===== config.mk =====
export PLATFORM = sky130hd
export DESIGN_NAME = inst_encoder
export DESIGN_NICKNAME = d
export VERILOG_FILES = /design/src/rtl/inst_pkg.sv /design/src/rtl/inst_encoder_imm_pack.sv /design/src/rtl/inst_encoder.sv
export SDC_FILE = /design/constraint.sdc
export NUM_CORES = 1
export LEC_CHECK = 0
export ABC_AREA = 0
export BUFFER_PORTS_ARGS = -buffer_cell sky130_fd_sc_hd__buf_2
export CELL_PAD_IN_SITES_DETAIL_PLACEMENT = 1
export CELL_PAD_IN_SITES_GLOBAL_PLACEMENT = 2
export CORE_ASPECT_RATIO = 1.1
export CORE_MARGIN = 2
export CORE_UTILIZATION = 34
export CTS_CLUSTER_DIAMETER = 80
export DETAILED_ROUTE_END_ITERATION = 16
export PLACE_DENSITY_LB_ADDON = 0.1
export SLEW_MARGIN = 20
export SYNTH_ARGS = -nofsm -noshare
export SYNTH_HDL_FRONTEND = slang
export SYNTH_SLANG_ARGS = --single-unit

===== constraint.sdc =====
create_clock -name clk -period 2.3 [get_ports clk]
set_input_delay 0.345 -clock clk [delete_from_list [all_inputs] [get_ports clk]]
set_output_delay 0.345 -clock clk [all_outputs]
set_load 0.05 [all_outputs]

===== src/rtl/inst_pkg.sv =====
// Shared RV32I encoding constants: instruction formats, major opcodes, canonical NOP.
// No timing; types and constants only.
// No handshake; also consumed by the core's immediate decoder.
package inst_pkg;

    typedef enum logic [2:0] {
        FMT_R = 3'd0,
        FMT_I = 3'd1,
        FMT_S = 3'd2,
        FMT_B = 3'd3,
        FMT_U = 3'd4,
        FMT_J = 3'd5
    } fmt_e;

    // opcode[6:2]; opcode[1:0] is always 2'b11 for the 32-bit encoding space
    localparam logic [4:0] OPC_LOAD   = 5'b00000;
    localparam logic [4:0] OPC_OP_IMM = 5'b00100;
    localparam logic [4:0] OPC_AUIPC  = 5'b00101;
    localparam logic [4:0] OPC_STORE  = 5'b01000;
    localparam logic [4:0] OPC_OP     = 5'b01100;
    localparam logic [4:0] OPC_LUI    = 5'b01101;
    localparam logic [4:0] OPC_BRANCH = 5'b11000;
    localparam logic [4:0] OPC_JALR   = 5'b11001;
    localparam logic [4:0] OPC_JAL    = 5'b11011;

    localparam logic [31:0] NOP_INST = 32'h0000_0013;

    typedef enum logic [1:0] {
        ST_IDLE = 2'd0,
        ST_PACK = 2'd1,
        ST_HOLD = 2'd2
    } enc_state_e;

    function automatic logic fmt_legal(input logic [2:0] fmt);
        return fmt <= 3'd5;
    endfunction

endpackage


===== src/rtl/inst_encoder_imm_pack.sv =====
// Combinational RV32I field packer; optional immediate range check under INST_ENC_RANGE_CHECK_EN.
// Latency: zero cycles (pure combinational).
// No handshake; caller registers inst/err.
module imm_pack
    import inst_pkg::*;
(
    input  logic [2:0]  fmt,
    input  logic [4:0]  opc,
    input  logic [4:0]  rd,
    input  logic [4:0]  rs1,
    input  logic [4:0]  rs2,
    input  logic [2:0]  funct3,
    input  logic [6:0]  funct7,
    input  logic [31:0] imm,
    output logic [31:0] inst,
    output logic        err
);

    logic [6:0] opcode;
    logic       align_err;
    logic       range_err;

    assign opcode = {opc, 2'b11};

    always_comb begin
        inst      = NOP_INST;
        align_err = 1'b0;
        case (fmt)
            FMT_R: inst = {funct7, rs2, rs1, funct3, rd, opcode};
            FMT_I: inst = {imm[11:0], rs1, funct3, rd, opcode};
            FMT_S: inst = {imm[11:5], rs2, rs1, funct3, imm[4:0], opcode};
            FMT_B: begin
                inst      = {imm[12], imm[10:5], rs2, rs1, funct3, imm[4:1], imm[11], opcode};
                align_err = imm[0];
            end
            FMT_U: inst = {imm[31:12], rd, opcode};
            FMT_J: begin
                inst      = {imm[20], imm[10:1], imm[11], imm[19:12], rd, opcode};
                align_err = imm[0];
            end
            default: inst = NOP_INST;
        endcase
    end

`ifdef INST_ENC_RANGE_CHECK_EN
    logic signed [31:0] simm;
    assign simm = imm;

    always_comb begin
        range_err = 1'b0;
        case (fmt)
            FMT_I, FMT_S: range_err = (simm < -32'sd2048)    || (simm > 32'sd2047);
            FMT_B:        range_err = (simm < -32'sd4096)    || (simm > 32'sd4094);
            FMT_J:        range_err = (simm < -32'sd1048576) || (simm > 32'sd1048574);
            FMT_U:        range_err = (imm[11:0] != 12'h000);
            default:      range_err = 1'b0;
        endcase
    end
`else
    assign range_err = 1'b0;
`endif

    assign err = !fmt_legal(fmt) || align_err || range_err;

endmodule


===== src/rtl/inst_encoder.sv =====
// Streaming RV32I encoder: decoded fields in, packed word plus sequential address out (INST_ENC_RANGE_CHECK_EN widens out_err).
// Latency: accept at cycle N -> out_valid at N+2; one word per 3 cycles at best.
// Backpressure: in_ready low while a word is packed or held; outputs frozen until out_ready.
module inst_encoder
    import inst_pkg::*;
#(
    parameter int                ADDR_W    = 32,
    parameter logic [ADDR_W-1:0] BASE_ADDR = '0
) (
    input  logic              clk,
    input  logic              rst_n,
    input  logic              flush,
    input  logic              in_valid,
    output logic              in_ready,
    input  logic [2:0]        in_fmt,
    input  logic [4:0]        in_opc,
    input  logic [4:0]        in_rd,
    input  logic [4:0]        in_rs1,
    input  logic [4:0]        in_rs2,
    input  logic [2:0]        in_funct3,
    input  logic [6:0]        in_funct7,
    input  logic [31:0]       in_imm,
    output logic              out_valid,
    input  logic              out_ready,
    output logic [31:0]       out_inst,
    output logic [ADDR_W-1:0] out_addr,
    output logic              out_err
);

    enc_state_e        state_q, state_d;
    logic [2:0]        fmt_q, fmt_d;
    logic [4:0]        opc_q, opc_d;
    logic [4:0]        rd_q, rd_d;
    logic [4:0]        rs1_q, rs1_d;
    logic [4:0]        rs2_q, rs2_d;
    logic [2:0]        funct3_q, funct3_d;
    logic [6:0]        funct7_q, funct7_d;
    logic [31:0]       imm_q, imm_d;
    logic [31:0]       inst_q, inst_d;
    logic              err_q, err_d;
    logic [ADDR_W-1:0] addr_q, addr_d;

    logic [31:0]       pack_inst;
    logic              pack_err;

    imm_pack u_imm_pack (
        .fmt    (fmt_q),
        .opc    (opc_q),
        .rd     (rd_q),
        .rs1    (rs1_q),
        .rs2    (rs2_q),
        .funct3 (funct3_q),
        .funct7 (funct7_q),
        .imm    (imm_q),
        .inst   (pack_inst),
        .err    (pack_err)
    );

    always_comb begin
        state_d  = state_q;
        fmt_d    = fmt_q;
        opc_d    = opc_q;
        rd_d     = rd_q;
        rs1_d    = rs1_q;
        rs2_d    = rs2_q;
        funct3_d = funct3_q;
        funct7_d = funct7_q;
        imm_d    = imm_q;
        inst_d   = inst_q;
        err_d    = err_q;
        addr_d   = addr_q;

        // flush wins over both handshakes; the in-flight word is simply abandoned
        if (flush) begin
            state_d = ST_IDLE;
            addr_d  = BASE_ADDR;
        end else begin
            case (state_q)
                ST_IDLE: begin
                    if (in_valid) begin
                        fmt_d    = in_fmt;
                        opc_d    = in_opc;
                        rd_d     = in_rd;
                        rs1_d    = in_rs1;
                        rs2_d    = in_rs2;
                        funct3_d = in_funct3;
                        funct7_d = in_funct7;
                        imm_d    = in_imm;
                        state_d  = ST_PACK;
                    end
                end
                ST_PACK: begin
                    inst_d  = pack_inst;
                    err_d   = pack_err;
                    state_d = ST_HOLD;
                end
                ST_HOLD: begin
                    if (out_ready) begin
                        addr_d  = addr_q + ADDR_W'(4);
                        state_d = ST_IDLE;
                    end
                end
                default: state_d = ST_IDLE;
            endcase
        end
    end

    always_ff @(posedge clk or negedge rst_n) begin
        if (!rst_n) begin
            state_q  <= ST_IDLE;
            fmt_q    <= '0;
            opc_q    <= '0;
            rd_q     <= '0;
            rs1_q    <= '0;
            rs2_q    <= '0;
            funct3_q <= '0;
            funct7_q <= '0;
            imm_q    <= '0;
            inst_q   <= '0;
            err_q    <= 1'b0;
            addr_q   <= BASE_ADDR;
        end else begin
            state_q  <= state_d;
            fmt_q    <= fmt_d;
            opc_q    <= opc_d;
            rd_q     <= rd_d;
            rs1_q    <= rs1_d;
            rs2_q    <= rs2_d;
            funct3_q <= funct3_d;
            funct7_q <= funct7_d;
            imm_q    <= imm_d;
            inst_q   <= inst_d;
            err_q    <= err_d;
            addr_q   <= addr_d;
        end
    end

    // in_ready drops during flush so a same-cycle bundle is never seen as accepted
    assign in_ready  = (state_q == ST_IDLE) && !flush;
    assign out_valid = (state_q == ST_HOLD);
    assign out_inst  = inst_q;
    assign out_err   = err_q;
    assign out_addr  = addr_q;

endmodule


# Word-level counts from Yosys, hierarchy flattened
# Index checks and enable logic that the tools add are counted.
dict set report op_classes {
  addsub 1
  magnitude_cmp 1
  eq_ne 9
  n_mux 9
  bitwise 1
  n_reduce_logical 13
}
# cell count
set op_table {}
lappend op_table {{$pmux 32 s6} 1}
lappend op_table {{$mux 32} 3}
lappend op_table {{$add 32x3->32 const B} 1}
lappend op_table {{$eq 3x2->1 const B} 2}
lappend op_table {{$eq 3x3->1 const B} 2}
lappend op_table {{$mux 2} 3}
lappend op_table {{$pmux 2 s3} 1}
lappend op_table {{$reduce_and 2->1} 3}
lappend op_table {{$reduce_bool 2->1} 2}
lappend op_table {{$eq 3x1->1 const B} 1}
lappend op_table {{$le 3x3->1 const B} 1}
lappend op_table {{$logic_not 3->1} 1}
lappend op_table {{$ne 3x2->1 const B} 1}
lappend op_table {{$ne 3x3->1 const B} 1}
lappend op_table {{$reduce_and 3->1} 1}
lappend op_table {{$eq 2x1->1 const B} 1}
lappend op_table {{$eq 2x2->1 const B} 1}
lappend op_table {{$logic_not 1->1} 2}
lappend op_table {{$logic_not 2->1} 1}
lappend op_table {{$reduce_or 2->1} 1}
lappend op_table {{$logic_and 1x1->1} 1}
lappend op_table {{$logic_or 1x1->1} 1}
lappend op_table {{$mux 1} 1}
lappend op_table {{$not 1->1} 1}
dict set report totals {
  reg_bits 132
  output_inout_bits 67
  wordCells 46
}

# Depth between registers and ports, before layout
# Gate-level depths: netlist of run 1.
dict set report logic_depth {
  word_depth 4
  depth_mapped 7
  mapped_depth_nobuf 5
}

# Cells and area by module
# Synthesis of run 1 repeated with hierarchy kept, for this count alone.
dict set report unflattened {
  cells_unflattened 486
  area_unflattened_um2 6003.3
}
# module n_inst cells_each area_each_um2 seq_area_each_um2
set modules_own_cells {}
lappend modules_own_cells {inst_encoder 1 394 5412.7 3253.1}
lappend modules_own_cells {imm_pack 1 92 590.6 0.0}

# Worst setup path before layout of run 1
# OpenSTA, ideal clock, no wires.
dict set report synth_path {
  kind {flip-flop to flip-flop}
  from {reg state_q[1]}
  to {reg fmt_q[0]}
  setup_time_ns 0.125
  arrival_time_ns 2.687
  t_required_ns 2.175
  setup_slack_ns -0.512
  stages_incl_launch_ff 7
  n_path_buf 3
  cell_sequence {dfrtp_1 nor3_1 and2_1 clkbuf_1 buf_2 buf_2 mux2_2}
}
dict set report synth_via {
  elab_chain_len 2
}
# element line
set synth_lines {}
lappend synth_lines {{start, declared} inst_encoder.sv:30} ;# enc_state_e state_q, state_d;
lappend synth_lines {{start signal, assigned} inst_encoder.sv:123} ;# state_q <= state_d;
lappend synth_lines {{$logic_not 2->1} inst_encoder.sv:78} ;# case (state_q)
lappend synth_lines {{$reduce_and 3->1 (no line)} -}
lappend synth_lines {{end signal, assigned} inst_encoder.sv:124} ;# fmt_q <= fmt_d;
lappend synth_lines {{end, declared} inst_encoder.sv:31} ;# logic [2:0] fmt_q, fmt_d;
# No other way between the ends.
# A chain may end at the register's enable or synchronous reset.

# Final worst setup path of run 1
dict set report layout_path {
  from {reg addr_q[2] (netlist: out_addr[2])}
  to {reg addr_q[24] (netlist: out_addr[24])}
}
dict set report layout_via {
  elab_chain_len 4
}
# element line
set layout_lines {}
lappend layout_lines {{start, declared} inst_encoder.sv:41} ;# logic [ADDR_W-1:0] addr_q, addr_d;
lappend layout_lines {{start signal, assigned} inst_encoder.sv:134} ;# addr_q <= addr_d;
lappend layout_lines {{$add 32x3->32} inst_encoder.sv:99} ;# addr_d = addr_q + ADDR_W'(4);
lappend layout_lines {{$mux 32} inst_encoder.sv:98} ;# if (out_ready) begin
lappend layout_lines {{$mux 32} inst_encoder.sv:78}
lappend layout_lines {{$mux 32} inst_encoder.sv:74} ;# if (flush) begin
# No other way between the ends. The select of a mux whose other input is x is not followed.

==> results of run 1 <==
==> flip-flops by register name, summed over array words and instances (netlist names) <==
signal and flops:
out_addr 30, rd_q 5, state_q 2, imm_q 32, rs1_q 5, out_err 1, opc_q 5, out_inst 31
rs2_q 5, funct3_q 3, funct7_q 7, fmt_q 3
==> kinds of logic after synthesis <==
logic type	count (synthesis)	share of synthesized area, %
AO/OA/AOI/OAI	98	11.7
XOR/XNOR	11	1.66
adder cells (fa/ha/maj)	1	0.215
buffers and inverters	41	3.47
flip-flops	129	55.6
multiplexers	77	14.8
other	1	0.0646
AND/OR/NAND/NOR	144	12.5
==> cell type report <==
type / count / area, um2 / area share [%]
diodes: 1 / 2.50 / 0.0340
clock buffers: 22 / 464 / 6.30
clock inverters: 10 / 110 / 1.49
inverters: 7 / 26.3 / 0.357
multi-input cells: 333 / 2400 / 32.6
flip-flops and latches: 129 / 3230 / 43.9
well taps: 208 / 260 / 3.53
repair buffers: 155 / 875 / 11.9
==> worst min-delay path, delay by kind of cell <==
kind	cells	cell delay, ns
and+or+nand+nor	1	0.04
AOI/OAI and AO/OA	1	0.06
buffers and inverters	1	0.08
==> worst max-delay path by stage <==
stage	slack, ns	from	endpoint	cells past startpoint
after global placement	0.25	out_addr[13]	out_addr[24]	4
after detailed placement	0.18	out_addr[2]	out_addr[24]	5
after global routing	0.06	out_addr[13]	out_addr[30]	4
after CTS	0.17	out_addr[2]	out_addr[24]	5
after floorplan	0.02	out_addr[5]	out_addr[27]	5
final	0.19	out_addr[2]	out_addr[24]	5
==> through the flow <==
step,setup WS [ns],hold WS (ns),cell area (um2),util [%],std cells
finish,0.186,0.159,7370,43.6,865
global route,0.0614,0.147,7360,43.6,864
CTS,0.173,0.140,7360,43.6,864
detailed placement,0.184,0.319,6780,40.1,831
global placement,0.251,0.315,6780,40.1,831
floorplan,0.0216,0.0494,5830,-,503
==> per-layer routing <==
metal  vias up  share of wire [%]  routed length (um)  GRT usage, %
li1       2116                  -                   -             -
met1      2274                 42                6700          22.0
met4         0               0.86                 137          4.98
met2       101                 51                8100          31.5
met5         -                  0                   0             0
met3         9                5.8                 924          5.73
==> timing repair <==
action / 4_1_cts / 5_1_grt
endpoints found under the hold margin: 41 / 0
hold buffers: 1 / 0
buffers inserted: 0 / 0
==> report_power, final <==
| group | switching (mW) | internal (mW) | total, mW |
|---|---|---|---|
| clock | 0.970 | 1.65 | 2.62 |
| sequential | 0.270 | 2.70 | 2.97 |
| combinational | 1.26 | 0.635 | 1.90 |
==> placed cells by master (no fill, tap or decap), types with 3 or more instances in the layout <==
master,synthesis,layout
nor2_1,57,57
clkbuf_16,0,17
buf_4,3,17
buf_12,0,3
nor2b_1,8,7
a21oi_1,20,20
xnor2_1,4,4
a221oi_1,19,19
xor2_1,7,7
and3_1,3,3
inv_1,7,7
o31ai_1,8,8
nand4_1,10,10
o21ai_0,22,22
clkbuf_1,19,3
nand2_1,22,22
nor3_1,5,4
or3_1,5,5
clkinv_2,0,5
nand3_1,8,8
dfrtp_1,129,127
buf_2,5,133
a22o_1,11,11
or4_1,8,8
mux2_2,70,70
or3_2,3,3
mux2i_1,7,7
a22oi_1,10,10
a2111o_1,3,3
==> results.py, run 1 <==
metrics = {
    "worst_setup_path": {
        "worst-path-buf-inv": 0,
        "r2r-start": "out_addr[2]",
        "critPathRequiredTime_ns": 2.63,
        "critPathArrivalTime_ns": 2.45,
        "timing.rr.end": "out_addr[24]",
        "cp_cell_sequence": "ha_1, nand3_1, or4_1, or4_1, a21oi_1",
        "slowest_stage": "or4_1",
        "crit_path_end_kind": "flop",
        "r2r_slack_ns": 0.19,
        "crit_family": "simple AND/OR/NAND/NOR gates",
        "cpPeakStageDelay_ns": 0.63,
        "start_kind": "flop",
        "critPathKind": "flop to flop",
        "path_common_cell": "or4_1",
        "worstPathMaxFanout": 7,
        "rr_worst_depth": 5,
    },
    "clocking": {
        "cts_num_sinks": 129,
        "clk_pin_slew_worst_paths_ns": 0.06,
        "ctsRootBufferMaster": "clkbuf_16",
        "h-tree-depth": 4,
        "ctsLongestPathBuffers": 2,
        "cts_tree": "built",
        "clkLatencyLatePin_ns": 0.41,
        "cts_resized": 0,
        "cts_buffers": 17,
    },
    "pwr": {
        "power-per-cell-area_nw_per_um2": 1020,
        "vdd_drop_max_uv": 486,
        "power_mw": 7.48,
        "leakage_nw": 3.31,
    },
    "global_routing": {
        "grt_antenna_before_repair": 1,
        "grt_max_degree": 46,
        "overflow": 0,
        "grt_pass1_wl_mm": 25.8,
        "grt_pass1_vias": 4861,
        "grt_usage_pct": 18.2,
    },
    "synth": {
        "synthArstFlopShare_pct": 100,
        "synth-warning-count": 0,
        "synth_edf_count": 0,
        "ys_ff_latch": 129,
        "synth_flop_cell": "dfrtp_1",
        "synth.most_common_cell": "dfrtp_1",
        "synth_top_area_cell": "dfrtp_1",
        "seq_area_frac_synth_pct": 55.6,
        "avgSynthCellArea_um2": 11.6,
        "syn_area_um2": 5810,
        "postSynthCellCount": 502,
        "ys_types": 46,
        "synth_top_area_share_pct": 55.6,
        "synth_area_leaders": "dfrtp_1 (56%), mux2_2 (14%), nor2_1 (3.7%)",
        "synth_common_cells": "dfrtp_1 (129), mux2_2 (70), nor2_1 (57)",
    },
    "route": {
        "antenna_left": 0,
        "wl_per_cell_um": 18.3,
        "drc": 0,
        "drt_iter0_markers": 137,
        "wl_mm": 15.9,
        "first_pass_iters": 4,
        "viasPerCell": 5.20,
        "vias": 4500,
    },
    "die": {
        "dieHeight_um": 141,
        "die_area_um2": 18100,
        "start_util_pct": 34.4,
        "rows": 50,
        "core-area_um2": 16900,
        "die_w_um": 129,
        "io_pins": 137,
    },
    "outcome": {
        "status": "complete, no violations",
    },
    "timing": {
        "final_max_slew_viol_count": 0,
        "fmax_ghz": 0.473,
        "setup_violations": 0,
        "fin_crit_ns": 2.11,
        "post-route-period-util_pct": 91.9,
        "slew_headroom_pct": 34.8,
        "skew_ns": 0.00909,
        "totalNegativeSetupSlack_ns": 0,
        "hold_violations": 0,
        "tightest_slew_ns": 0.976,
        "rsz0062_at_grt": "false",
    },
    "final_layout": {
        "fin_nets": 714,
        "drive_above_1_share_pct": 40.5,
        "area_growth_pct": 26.8,
        "fillerInstances": 1856,
    },
    "place": {
        "place.gp.congestion": 0.784,
        "hpwl_mm": 11.2,
        "io_buffers": 134,
    },
    "run": {
        "drv_cap": 0,
    },
    "hold_path": {
        "hp-start": "in_opc[2]",
        "hold_class": "input pin to flop",
        "min_to": "opc_q[2]",
        "whs_path_depth": 3,
    },
}
No activity file was read; power rests on OpenSTA's default activity.
==> inputs of run 2 (changes only) <==
--- a/config.mk
+++ b/config.mk
@@ -5,13 +5,13 @@
 export SDC_FILE = /design/constraint.sdc
 export NUM_CORES = 1
 export LEC_CHECK = 0
-export ABC_AREA = 0
+export ABC_AREA = 1
 export BUFFER_PORTS_ARGS = -buffer_cell sky130_fd_sc_hd__buf_2
 export CELL_PAD_IN_SITES_DETAIL_PLACEMENT = 1
 export CELL_PAD_IN_SITES_GLOBAL_PLACEMENT = 2
 export CORE_ASPECT_RATIO = 1.1
 export CORE_MARGIN = 2
-export CORE_UTILIZATION = 34
+export CORE_UTILIZATION = 30
 export CTS_CLUSTER_DIAMETER = 80
 export DETAILED_ROUTE_END_ITERATION = 16
 export PLACE_DENSITY_LB_ADDON = 0.1
==> run 2 against run 1 <==
Net effect: via count grew 19%; setup slack gained 0.37 ns; die area rose by 14%; sequential power decreased by 2%; clock skew decreased by 0.0028 ns; synthesized area rose by 0.88%.
==> results.py, run 2 <==
metrics = {
    "synth": {
        "synth_top_area_cell": "dfrtp_1",
        "synthSimpleGateAreaFrac_pct": 32.4,
        "synth_flop_cell": "dfrtp_1",
        "synth_fa_ha_area_share_pct": 0.214,
        "synth_edf_count": 0,
        "ys_ff_latch": 129,
        "ys_types": 29,
        "avgSynthCellArea_um2": 7.80,
        "synthArstFlopShare_pct": 100,
        "synth_compound_area_share_pct": 5.70,
        "synth_top_area_share_pct": 55.1,
        "synth_area_leaders": "dfrtp_1 (55%), nand2_1 (22%), nor2_1 (4.6%)",
        "synth.most_common_cell": "nand2_1",
        "postSynthCellCount": 751,
        "synth-warning-count": 0,
        "synth_top_family_by_area": "simple AND/OR/NAND/NOR gates",
        "yosys-mux-area-fraction_pct": 1.37,
        "synth_common_cells": "nand2_1 (351), dfrtp_1 (129), nor2_1 (72)",
        "seq_area_frac_synth_pct": 55.1,
        "syn_area_um2": 5860,
        "synth_xor_area_share_pct": 0.149,
    },
    "timing": {
        "final_max_slew_viol_count": 0,
        "post-route-period-util_pct": 75.8,
        "tightest_slew_ns": 0.634,
        "totalNegativeSetupSlack_ns": 0,
        "fmax_ghz": 0.574,
        "fin_crit_ns": 1.74,
        "skew_ns": 0.00624,
        "finalHoldWorstSlack_ns": 0.110,
        "slew_headroom_pct": 57.8,
        "rsz0062_at_grt": "false",
        "setup_violations": 0,
        "hold_violations": 0,
    },
    "worst_setup_path": {
        "critPathKind": "flop to primary output",
        "crit_path_end_kind": "primary output",
        "worstPathMaxFanout": 3,
        "critPathArrivalTime_ns": 1.40,
        "critPathRequiredTime_ns": 1.96,
        "start_kind": "flop",
    },
    "die": {
        "core-area_um2": 19200,
        "die_w_um": 137,
        "die_area_um2": 20700,
        "start_util_pct": 30.6,
        "io_pins": 137,
        "dieHeight_um": 151,
        "rows": 53,
    },
    "global_routing": {
        "grt_pass1_wl_mm": 29.8,
        "grt_pass1_vias": 5764,
        "grt_max_degree": 61,
        "grt_usage_pct": 18.9,
        "grt_antenna_before_repair": 0,
        "overflow": 0,
    },
    "route": {
        "wl_mm": 18.3,
        "first_pass_iters": 4,
        "wl_per_cell_um": 15.8,
        "vias": 5346,
        "drt_iter0_markers": 232,
        "viasPerCell": 4.64,
        "drc": 0,
        "antenna_left": 0,
    },
    "final_layout": {
        "final_common_cell": "nand2_1",
        "largest_reg_flops": 32,
        "diodes": 0,
        "mostFrequentLayoutCells": "nand2_1 (351), buf_2 (133), dfrtp_1 (129), nor2_1 (72), inv_1 (42)",
        "area_growth_pct": 27.3,
        "final_area_um2": 7460,
        "fillerInstances": 2379,
        "top_register": "imm_q",
        "fin_nets": 963,
        "drive_above_1_share_pct": 21.3,
    },
    "clocking": {
        "ctsRootBufferMaster": "clkbuf_16",
        "cts_buffers": 17,
        "ctsLongestPathBuffers": 2,
        "clkLatencyLatePin_ns": 0.43,
        "cts_num_sinks": 129,
        "cts_tree": "built",
        "clk_pin_slew_worst_paths_ns": 0.06,
        "h-tree-depth": 4,
        "cts_resized": 0,
    },
    "pwr": {
        "vdd_drop_max_uv": 558,
        "power-per-cell-area_nw_per_um2": 994,
        "leakage_nw": 3.96,
    },
    "run": {
        "drv_cap": 0,
    },
    "place": {
        "io_buffers": 134,
        "place_area_um2": 6850,
        "place.gp.congestion": 0.751,
        "hpwl_mm": 13.1,
    },
    "outcome": {
        "status": "complete, no violations",
    },
    "hold_path": {
        "hold_class": "input pin to flop",
    },
}
## run 2: final timing paths
path,slack (ns),end,startpoint,depth (start not counted)
max in group asynchronous,1.18,out_inst[3],rst_n,3
worst max register to register,0.58,out_addr[17],state_q[0],9
worst min register to register,0.48,out_inst[24],out_inst[24],2
worst min-delay path,0.11,funct7_q[0],in_funct7[0],3
min in group asynchronous,0.41,out_addr[25],rst_n,2
worst max-delay path,0.56,in_ready,state_q[1],4
## run 2: final cells by class
class	count	area, um2	area share (%)
clock inverters	13	153	2.05
repair buffers	146	807	10.8
inverters	46	173	2.31
flip-flops and latches	129	3230	43.3
clock buffers	19	453	6.07
well taps	247	309	4.14
multi-input cells	552	2340	31.3
## run 2: power by group
group	total, mW	internal (mW)	switching [mW]
Clock	2.80	1.67	1.12
Combinational	1.72	0.455	1.27
Sequential	2.90	2.66	0.242
## run 2: metrics by stage
step	std cells	utilization (%)	setup slack [ns]	power (mW)
floorplan	752	-	0.527	4.10
global placement	1119	35.7	0.577	4.65
detailed placement	1119	35.7	0.539	4.69
CTS	1152	38.9	0.522	7.54
global route	1152	38.9	0.350	7.81
finish	1152	38.9	0.558	7.42
## run 2: repair_timing
action	4_1_cts	5_1_grt
endpoints found under the setup margin	0	0
buffers inserted	0	0
hold buffers	1	0
hold endpoints to repair	36	0
## run 2: critical path, stage by stage (launching register included)
cell and delay [ns]:
dfrtp_1 0.40, nor2_1 0.15, nand2_1 0.06, inv_1 0.09
buf_2 0.27
## run 2: kinds of logic (layout without fill, tap and decap cells)
| family | after synthesis | in the layout |
|---|---|---|
| compound gates | 63 | 63 |
| xor+xnor | 1 | 1 |
| fa+ha+maj | 1 | 1 |
| buf+inv | 71 | 224 |
| flops | 129 | 129 |
| mux | 8 | 8 |
| other cells | 1 | 2 |
| simple gates | 477 | 477 |
## run 2: metal layers
metal	part of all wire [%]	global-route usage (%)
met1	43	22.7
met2	52	33.8
met3	3.0	3.50
met4	1.8	6.44
met5	0	0
